### config.mk
export PLATFORM = sky130hd
export DESIGN_NAME = multicycle_main_control
export DESIGN_NICKNAME = d
export VERILOG_FILES = /design/src/rtl/multicycle_main_control_pkg.sv /design/src/rtl/multicycle_main_control_mem_wait_timer.sv /design/src/rtl/multicycle_main_control.sv
export SDC_FILE = /design/constraint.sdc
export NUM_CORES = 1
export LEC_CHECK = 0
export ABC_AREA = 0
export BUFFER_PORTS_ARGS = -buffer_cell sky130_fd_sc_hd__buf_2
export CORE_UTILIZATION = 31
export DETAILED_ROUTE_END_ITERATION = 8
export HOLD_SLACK_MARGIN = 0.15
export PLACE_DENSITY_LB_ADDON = 0.25
export SKIP_LAST_GASP = 1
export SYNTH_ARGS = -nofsm -noshare
export SYNTH_HDL_FRONTEND = slang
export SYNTH_SLANG_ARGS = --single-unit
### constraint.sdc
create_clock -name clk -period 1.8 [get_ports clk]
set_input_delay 0.27 -clock clk [delete_from_list [all_inputs] [get_ports clk]]
set_output_delay 0.27 -clock clk [all_outputs]
set_load 0.05 [all_outputs]
### src/rtl/multicycle_main_control_pkg.sv
// Shared encodings for the multi-cycle MiniMIPS main control: opcodes,
// FSM state encoding, ALUop values and trap causes.
package multicycle_main_control_pkg;

    // Opcode map; everything above OP_SW is illegal.
    localparam int OP_R    = 0;
    localparam int OP_ADDI = 1;
    localparam int OP_ANDI = 2;
    localparam int OP_ORI  = 3;
    localparam int OP_NORI = 4;
    localparam int OP_BEQ  = 5;
    localparam int OP_BNE  = 6;
    localparam int OP_SLTI = 7;
    localparam int OP_LW   = 8;
    localparam int OP_SW   = 9;

    typedef enum logic [2:0] {
        ST_START  = 3'd0,
        ST_FETCH  = 3'd1,
        ST_DECODE = 3'd2,
        ST_EXEC   = 3'd3,
        ST_MEM    = 3'd4,
        ST_WB     = 3'd5,
        ST_TRAP   = 3'd6
    } state_t;

    localparam logic [1:0] ALUOP_ADD    = 2'b00;
    localparam logic [1:0] ALUOP_BRANCH = 2'b01;
    localparam logic [1:0] ALUOP_RTYPE  = 2'b10;

    localparam logic [1:0] CAUSE_NONE       = 2'b00;
    localparam logic [1:0] CAUSE_ILLEGAL    = 2'b01;
    localparam logic [1:0] CAUSE_FETCH_TO   = 2'b10;
    localparam logic [1:0] CAUSE_MEM_TO     = 2'b11;

endpackage

### src/rtl/multicycle_main_control_mem_wait_timer.sv
// Counts consecutive cycles spent waiting on mem_ready. expired flags the
// waiting cycle that hits the limit, so the FSM can leave on that same edge.
module multicycle_main_control_mem_wait_timer #(
    parameter int TIMEOUT_CYCLES = 15
) (
    input  logic clk,
    input  logic reset,
    input  logic clear,
    input  logic enable,
    output logic expired
);

    localparam int CW = $clog2(TIMEOUT_CYCLES + 1);

    logic [CW-1:0] count_reg;

    // Wait-cycle counter; clear has priority over counting.
    always_ff @(posedge clk or posedge reset) begin
        if (reset) begin
            count_reg <= '0;
        end else if (clear) begin
            count_reg <= '0;
        end else if (enable && !expired) begin
            count_reg <= count_reg + CW'(1);
        end
    end

    // This waiting cycle is the TIMEOUT_CYCLES-th one.
    assign expired = enable && (count_reg == CW'(TIMEOUT_CYCLES - 1));

endmodule

### src/rtl/multicycle_main_control.sv
// Multi-cycle MiniMIPS main control: Moore FSM sequencing fetch, decode,
// execute, memory and writeback against a shared memory port, with a
// memory-wait watchdog, illegal-opcode trap and retired-instruction counter.
module multicycle_main_control
    import multicycle_main_control_pkg::*;
#(
    parameter int OPCODE_W       = 4,
    parameter int TIMEOUT_CYCLES = 15,
    parameter int CNT_W          = 16
) (
    input  logic                clk,
    input  logic                reset,
    input  logic [OPCODE_W-1:0] opcode,
    input  logic                mem_ready,
    output logic                mem_req,
    output logic                MemRead,
    output logic                MemWrite,
    output logic                IRWrite,
    output logic                PCWrite,
    output logic                Branch,
    output logic                Branchne,
    output logic                RegDst,
    output logic                ALUSrc,
    output logic                MemtoReg,
    output logic                RegWrite,
    output logic [1:0]          ALUop,
    output logic                trap,
    output logic [1:0]          trap_cause,
    output logic [CNT_W-1:0]    retired_count
);

    state_t              state_reg, state_next;
    logic [OPCODE_W-1:0] opcode_reg;
    logic [1:0]          trap_cause_reg, trap_cause_next;
    logic [CNT_W-1:0]    retired_count_reg;
    logic                retire;

    logic timer_enable, timer_clear, timer_expired;

    logic is_r, is_alu_imm, is_beq, is_bne, is_lw, is_sw, is_branch, is_mem, is_legal;

    // Decode of the latched opcode.
    always_comb begin
        is_r       = (opcode_reg == OPCODE_W'(OP_R));
        is_beq     = (opcode_reg == OPCODE_W'(OP_BEQ));
        is_bne     = (opcode_reg == OPCODE_W'(OP_BNE));
        is_lw      = (opcode_reg == OPCODE_W'(OP_LW));
        is_sw      = (opcode_reg == OPCODE_W'(OP_SW));
        is_alu_imm = (opcode_reg == OPCODE_W'(OP_ADDI)) || (opcode_reg == OPCODE_W'(OP_ANDI)) ||
                     (opcode_reg == OPCODE_W'(OP_ORI))  || (opcode_reg == OPCODE_W'(OP_NORI)) ||
                     (opcode_reg == OPCODE_W'(OP_SLTI));
        is_branch  = is_beq || is_bne;
        is_mem     = is_lw || is_sw;
        is_legal   = (opcode_reg <= OPCODE_W'(OP_SW));
    end

    // The watchdog runs only while an access is outstanding and unanswered;
    // any completed access or non-memory state restarts it from zero.
    assign timer_enable = ((state_reg == ST_FETCH) || (state_reg == ST_MEM)) && !mem_ready;
    assign timer_clear  = !timer_enable;

    multicycle_main_control_mem_wait_timer #(
        .TIMEOUT_CYCLES(TIMEOUT_CYCLES)
    ) u_mem_wait_timer (
        .clk    (clk),
        .reset  (reset),
        .clear  (timer_clear),
        .enable (timer_enable),
        .expired(timer_expired)
    );

    // State, latched opcode, trap cause and retire counter.
    always_ff @(posedge clk or posedge reset) begin
        if (reset) begin
            state_reg         <= ST_START;
            opcode_reg        <= '0;
            trap_cause_reg    <= CAUSE_NONE;
            retired_count_reg <= '0;
        end else begin
            state_reg      <= state_next;
            trap_cause_reg <= trap_cause_next;
            if ((state_reg == ST_FETCH) && mem_ready) begin
                opcode_reg <= opcode;
            end
            if (retire) begin
                retired_count_reg <= retired_count_reg + CNT_W'(1);
            end
        end
    end

    // Next-state and control outputs; mem_ready only qualifies the
    // FETCH/MEM completion paths.
    always_comb begin
        state_next      = state_reg;
        trap_cause_next = trap_cause_reg;
        retire          = 1'b0;
        mem_req         = 1'b0;
        MemRead         = 1'b0;
        MemWrite        = 1'b0;
        IRWrite         = 1'b0;
        PCWrite         = 1'b0;
        Branch          = 1'b0;
        Branchne        = 1'b0;
        RegDst          = 1'b0;
        ALUSrc          = 1'b0;
        MemtoReg        = 1'b0;
        RegWrite        = 1'b0;
        ALUop           = ALUOP_ADD;

        case (state_reg)
            ST_START: begin
                state_next = ST_FETCH;
            end
            ST_FETCH: begin
                mem_req = 1'b1;
                MemRead = 1'b1;
                if (mem_ready) begin
                    IRWrite    = 1'b1;
                    PCWrite    = 1'b1;
                    state_next = ST_DECODE;
                end else if (timer_expired) begin
                    state_next      = ST_TRAP;
                    trap_cause_next = CAUSE_FETCH_TO;
                end
            end
            ST_DECODE: begin
                if (is_legal) begin
                    state_next = ST_EXEC;
                end else begin
                    state_next      = ST_TRAP;
                    trap_cause_next = CAUSE_ILLEGAL;
                end
            end
            ST_EXEC: begin
                ALUSrc   = is_alu_imm || is_mem;
                Branch   = is_beq;
                Branchne = is_bne;
                if (is_r) begin
                    ALUop = ALUOP_RTYPE;
                end else if (is_branch) begin
                    ALUop = ALUOP_BRANCH;
                end
                if (is_branch) begin
                    retire     = 1'b1;
                    state_next = ST_FETCH;
                end else if (is_mem) begin
                    state_next = ST_MEM;
                end else begin
                    state_next = ST_WB;
                end
            end
            ST_MEM: begin
                mem_req  = 1'b1;
                MemRead  = is_lw;
                MemWrite = is_sw;
                ALUSrc   = 1'b1;
                if (mem_ready) begin
                    if (is_lw) begin
                        state_next = ST_WB;
                    end else begin
                        retire     = 1'b1;
                        state_next = ST_FETCH;
                    end
                end else if (timer_expired) begin
                    state_next      = ST_TRAP;
                    trap_cause_next = CAUSE_MEM_TO;
                end
            end
            ST_WB: begin
                RegWrite   = 1'b1;
                RegDst     = is_r;
                MemtoReg   = is_lw;
                retire     = 1'b1;
                state_next = ST_FETCH;
            end
            ST_TRAP: begin
                state_next = ST_TRAP;
            end
            default: begin
                state_next = ST_START;
            end
        endcase
    end

    assign trap          = (state_reg == ST_TRAP);
    assign trap_cause    = trap_cause_reg;
    assign retired_count = retired_count_reg;

endmodule

==> results.json <==
{
  "outcome": "complete, but fails checks",
  "violations": "negative setup slack",
  "clockBufferDepth": 2,
  "multi_input_area_um2": 962,
  "yosysTopAreaCell": "dfrtp_1",
  "synth-main-ff-cell": "dfrtp_1",
  "hold_class": "in -> reg",
  "cts_sinks": 29,
  "num_vias": 1497,
  "synth_edf_count": 0,
  "maxCapViolations": 0,
  "internal_power_uw": 2280,
  "fmax_mhz": 510,
  "synth_async_sr_flop_share_pct": 100,
  "grt_pass1_vias": 1383,
  "overflow": 0,
  "crit_chain": "or4b_4 > o21a_1 > nor2_4 > buf_8",
  "cellLeakagePower_uw": 0.00106,
  "netlist_area_um2": 1660,
  "setup_slack_ns": -0.162,
  "setup_viol": 13,
  "clock_insertion_delay_worst_skew_ns": 0.28,
  "drtIter0Drc": 30,
  "port_buffers": 38,
  "initial_core_util_pct": 32.2,
  "rsz0062_at_grt": "true",
  "drv_slew": 0,
  "hold_violations": 0,
  "cp-end-kind": "output port",
  "syn_avg_cell_area_um2": 9.57,
  "place_hpwl_um": 2830,
  "ios": 39,
  "required_ns": 1.53,
  "ys_ff_latch": 29,
  "drt_wl_total_um": 4140,
  "htreeDepth": 2,
  "post-place-ws_ns": 0.0307,
  "finClkSkew_ns": 0.00653,
  "dr.pass1.iters": 4,
  "period_share_pct": 109,
  "slew-limit-headroom_pct": 68.4,
  "seqCellArea_um2": 731,
  "synth_nets": 183,
  "tightest_slew_ns": 0.470,
  "coreArea_um2": 5140,
  "cts.clk_slew.worst_paths_ns": 0.06,
  "worstSetupStartpointType": "register",
  "wl_per_cell_um": 13.2,
  "cp_slowest_cell": "or4b_4",
  "largest_reg_flops": 16,
  "synth.area.top_cells": "dfrtp_1, xnor2_1, nand2_1, xor2_1, a21oi_1",
  "synth_cell_types": 40,
  "worst-path-max-fanout": 3,
  "rows": 26,
  "antenna_found_initial": 0,
  "die_x_um": 75.1,
  "diodes": 0,
  "synth_top_area_share_pct": 43.8,
  "drc": 0,
  "clkPwrFrac_pct": 13.0,
  "layout.cells.non_filler": 313,
  "p_comb_share_pct": 63.6,
  "tritoncts": "done",
  "drive_above_1_share_pct": 48.6,
  "vias_per_cell": 4.78,
  "fillerInstances": 514,
  "p_switching_uw": 1990,
  "die_area_um2": 5640,
  "syn_inst": 173,
  "cts_root_buf": "clkbuf_8",
  "ir_worst_vdd_v": 0.000628,
  "grt_max_degree": 30,
  "powerDensity_nw_per_um2": 1720,
  "switching_share_pct": 46.6,
  "path_class": "reg -> out",
  "cp.arrival_ns": 1.69,
  "seq_power_share_pct": 23.4,
  "timing.hold.ws_ns": 0.200,
  "dp_cells": 291,
  "max_stage_delay_ns": 0.57,
  "antenna_left": 0,
  "area_growth_pct": 50.1,
  "yosys_warnings": 0,
  "yosysSeqAreaShare_pct": 43.8,
  "fp.dieH_um": 75.1,
  "cts_made_buffers": 5,
  "min_period_ns": 1.96,
  "grt_use_total_pct": 15.6,
  "gp_congestion": 0.779,
  "nets": 252,
  "grt_pass1_wl_um": 6440
}
## power by group through the flow
stage	registers (uW)	logic [uW]	clock network (uW)
floorplan	1260	1320	0
global placement	1000	2180	0
detailed placement	1000	2180	0
CTS	997	2360	568
global route	1020	2890	604
finish	996	2710	555
## metrics by stage
step           TNS, ns  area, um^2  power (uW)  utilization (%)
5_1_grt          -1.57        2480        4520             48.3
3_3_place_gp         0        2090        3180             40.7
6_report        -0.765        2480        4270             48.3
2_1_floorplan   -0.720        1710        2580                -
3_5_place_dp         0        2090        3190             40.7
4_1_cts          -1.03        2300        3920             44.8
## cells in the final DEF, fill, tap and decap left out, drive strengths merged, types with 3 or more instances in the layout
master,netlist,routed
xor2,7,7
nand3,8,8
nor2,12,12
a211oi,4,4
nand4,6,6
clkbuf,5,9
nand2b,3,3
buf,7,72
nor4,3,3
nor3,9,9
and3,4,4
dfrtp,29,29
xnor2,11,11
nand2,18,18
inv,7,6
a31oi,4,4
a21oi,9,9
ha,3,3
mux2,3,3
nor3b,5,5
## layer usage
| layer | global-route usage (%) | up-vias | wire (um) |
|---|---|---|---|
| li1 | - | 740 | - |
| met1 | 21.4 | 721 | 1960 |
| met2 | 23.5 | 28 | 1950 |
| met3 | 3.75 | 8 | 130 |
| met4 | 6.71 | 0 | 97 |
| met5 | 0 | - | 0 |
## cell families after synthesis
logic type,share of synthesized area [%]
compound gates,9.52
xor+xnor,9.98
mux,2.04
simple gates,26.7
fa+ha+maj,2.27
flops,43.8
buf+inv,5.67
## area by class of cell
class	instances	area share [%]
Clock buffer	8	3.63
Multi-Input combinational cell	125	38.7
Timing Repair Buffer	74	23.5
Tap cell	70	3.52
Sequential cell	29	29.4
Inverter	7	1.21
## path summary, 6_finish.rpt
| path | startpoint | endpoint | slack (ns) | cells after the start |
|---|---|---|---|---|
| worst max register to register | opcode_reg[2]$_DFFE_PP0P_ | retired_count[6]$_DFFE_PP0P_ | -0.04 | 7 |
| worst min register to register | retired_count[15]$_DFFE_PP0P_ | retired_count[15]$_DFFE_PP0P_ | 0.47 | 1 |
| min in group asynchronous | reset | retired_count[10]$_DFFE_PP0P_ | 0.59 | 4 |
| worst min-delay path | opcode[0] | opcode_reg[0]$_DFFE_PP0P_ | 0.20 | 3 |
| worst max-delay path | opcode_reg[2]$_DFFE_PP0P_ | MemRead | -0.16 | 4 |
| max in group asynchronous | reset | retired_count[6]$_DFFE_PP0P_ | 0.91 | 4 |
## cell usage after synthesis, types with 2 or more instances
master and instances:
a211oi_1 4, a21oi_1 9, a31oi_1 4, and3_1 4, buf_2 3, buf_6 2
clkbuf_1 5, dfrtp_1 29, ha_1 3, inv_1 7, mux2_2 3, nand2_1 18
nand2b_1 3, nand3_1 5, nand3_2 3, nand4_1 6, nor2_1 12, nor3_1 7
nor3_2 2, nor3b_1 4, nor4_1 2, o21ai_0 2, o32ai_1 2, or2_2 2
or3_1 2, xnor2_1 11, xor2_1 6
## worst max-delay path: cells and delay by family, from the launching register on
family / cells / cell delay, ns
compound gates: 1 / 0.22
buf+inv: 1 / 0.15
flops: 1 / 0.39
simple gates: 2 / 0.66
## repair_timing
action	in CTS	in global routing
gates resized for setup	23	33
endpoints found under the hold margin	29	0
cloned	0	0
hold buffers	1	0
pin swaps	5	13
endpoints found under the setup margin	10	27
setup buffers	5	8
Note: power is estimated with default switching activity, not from simulation.
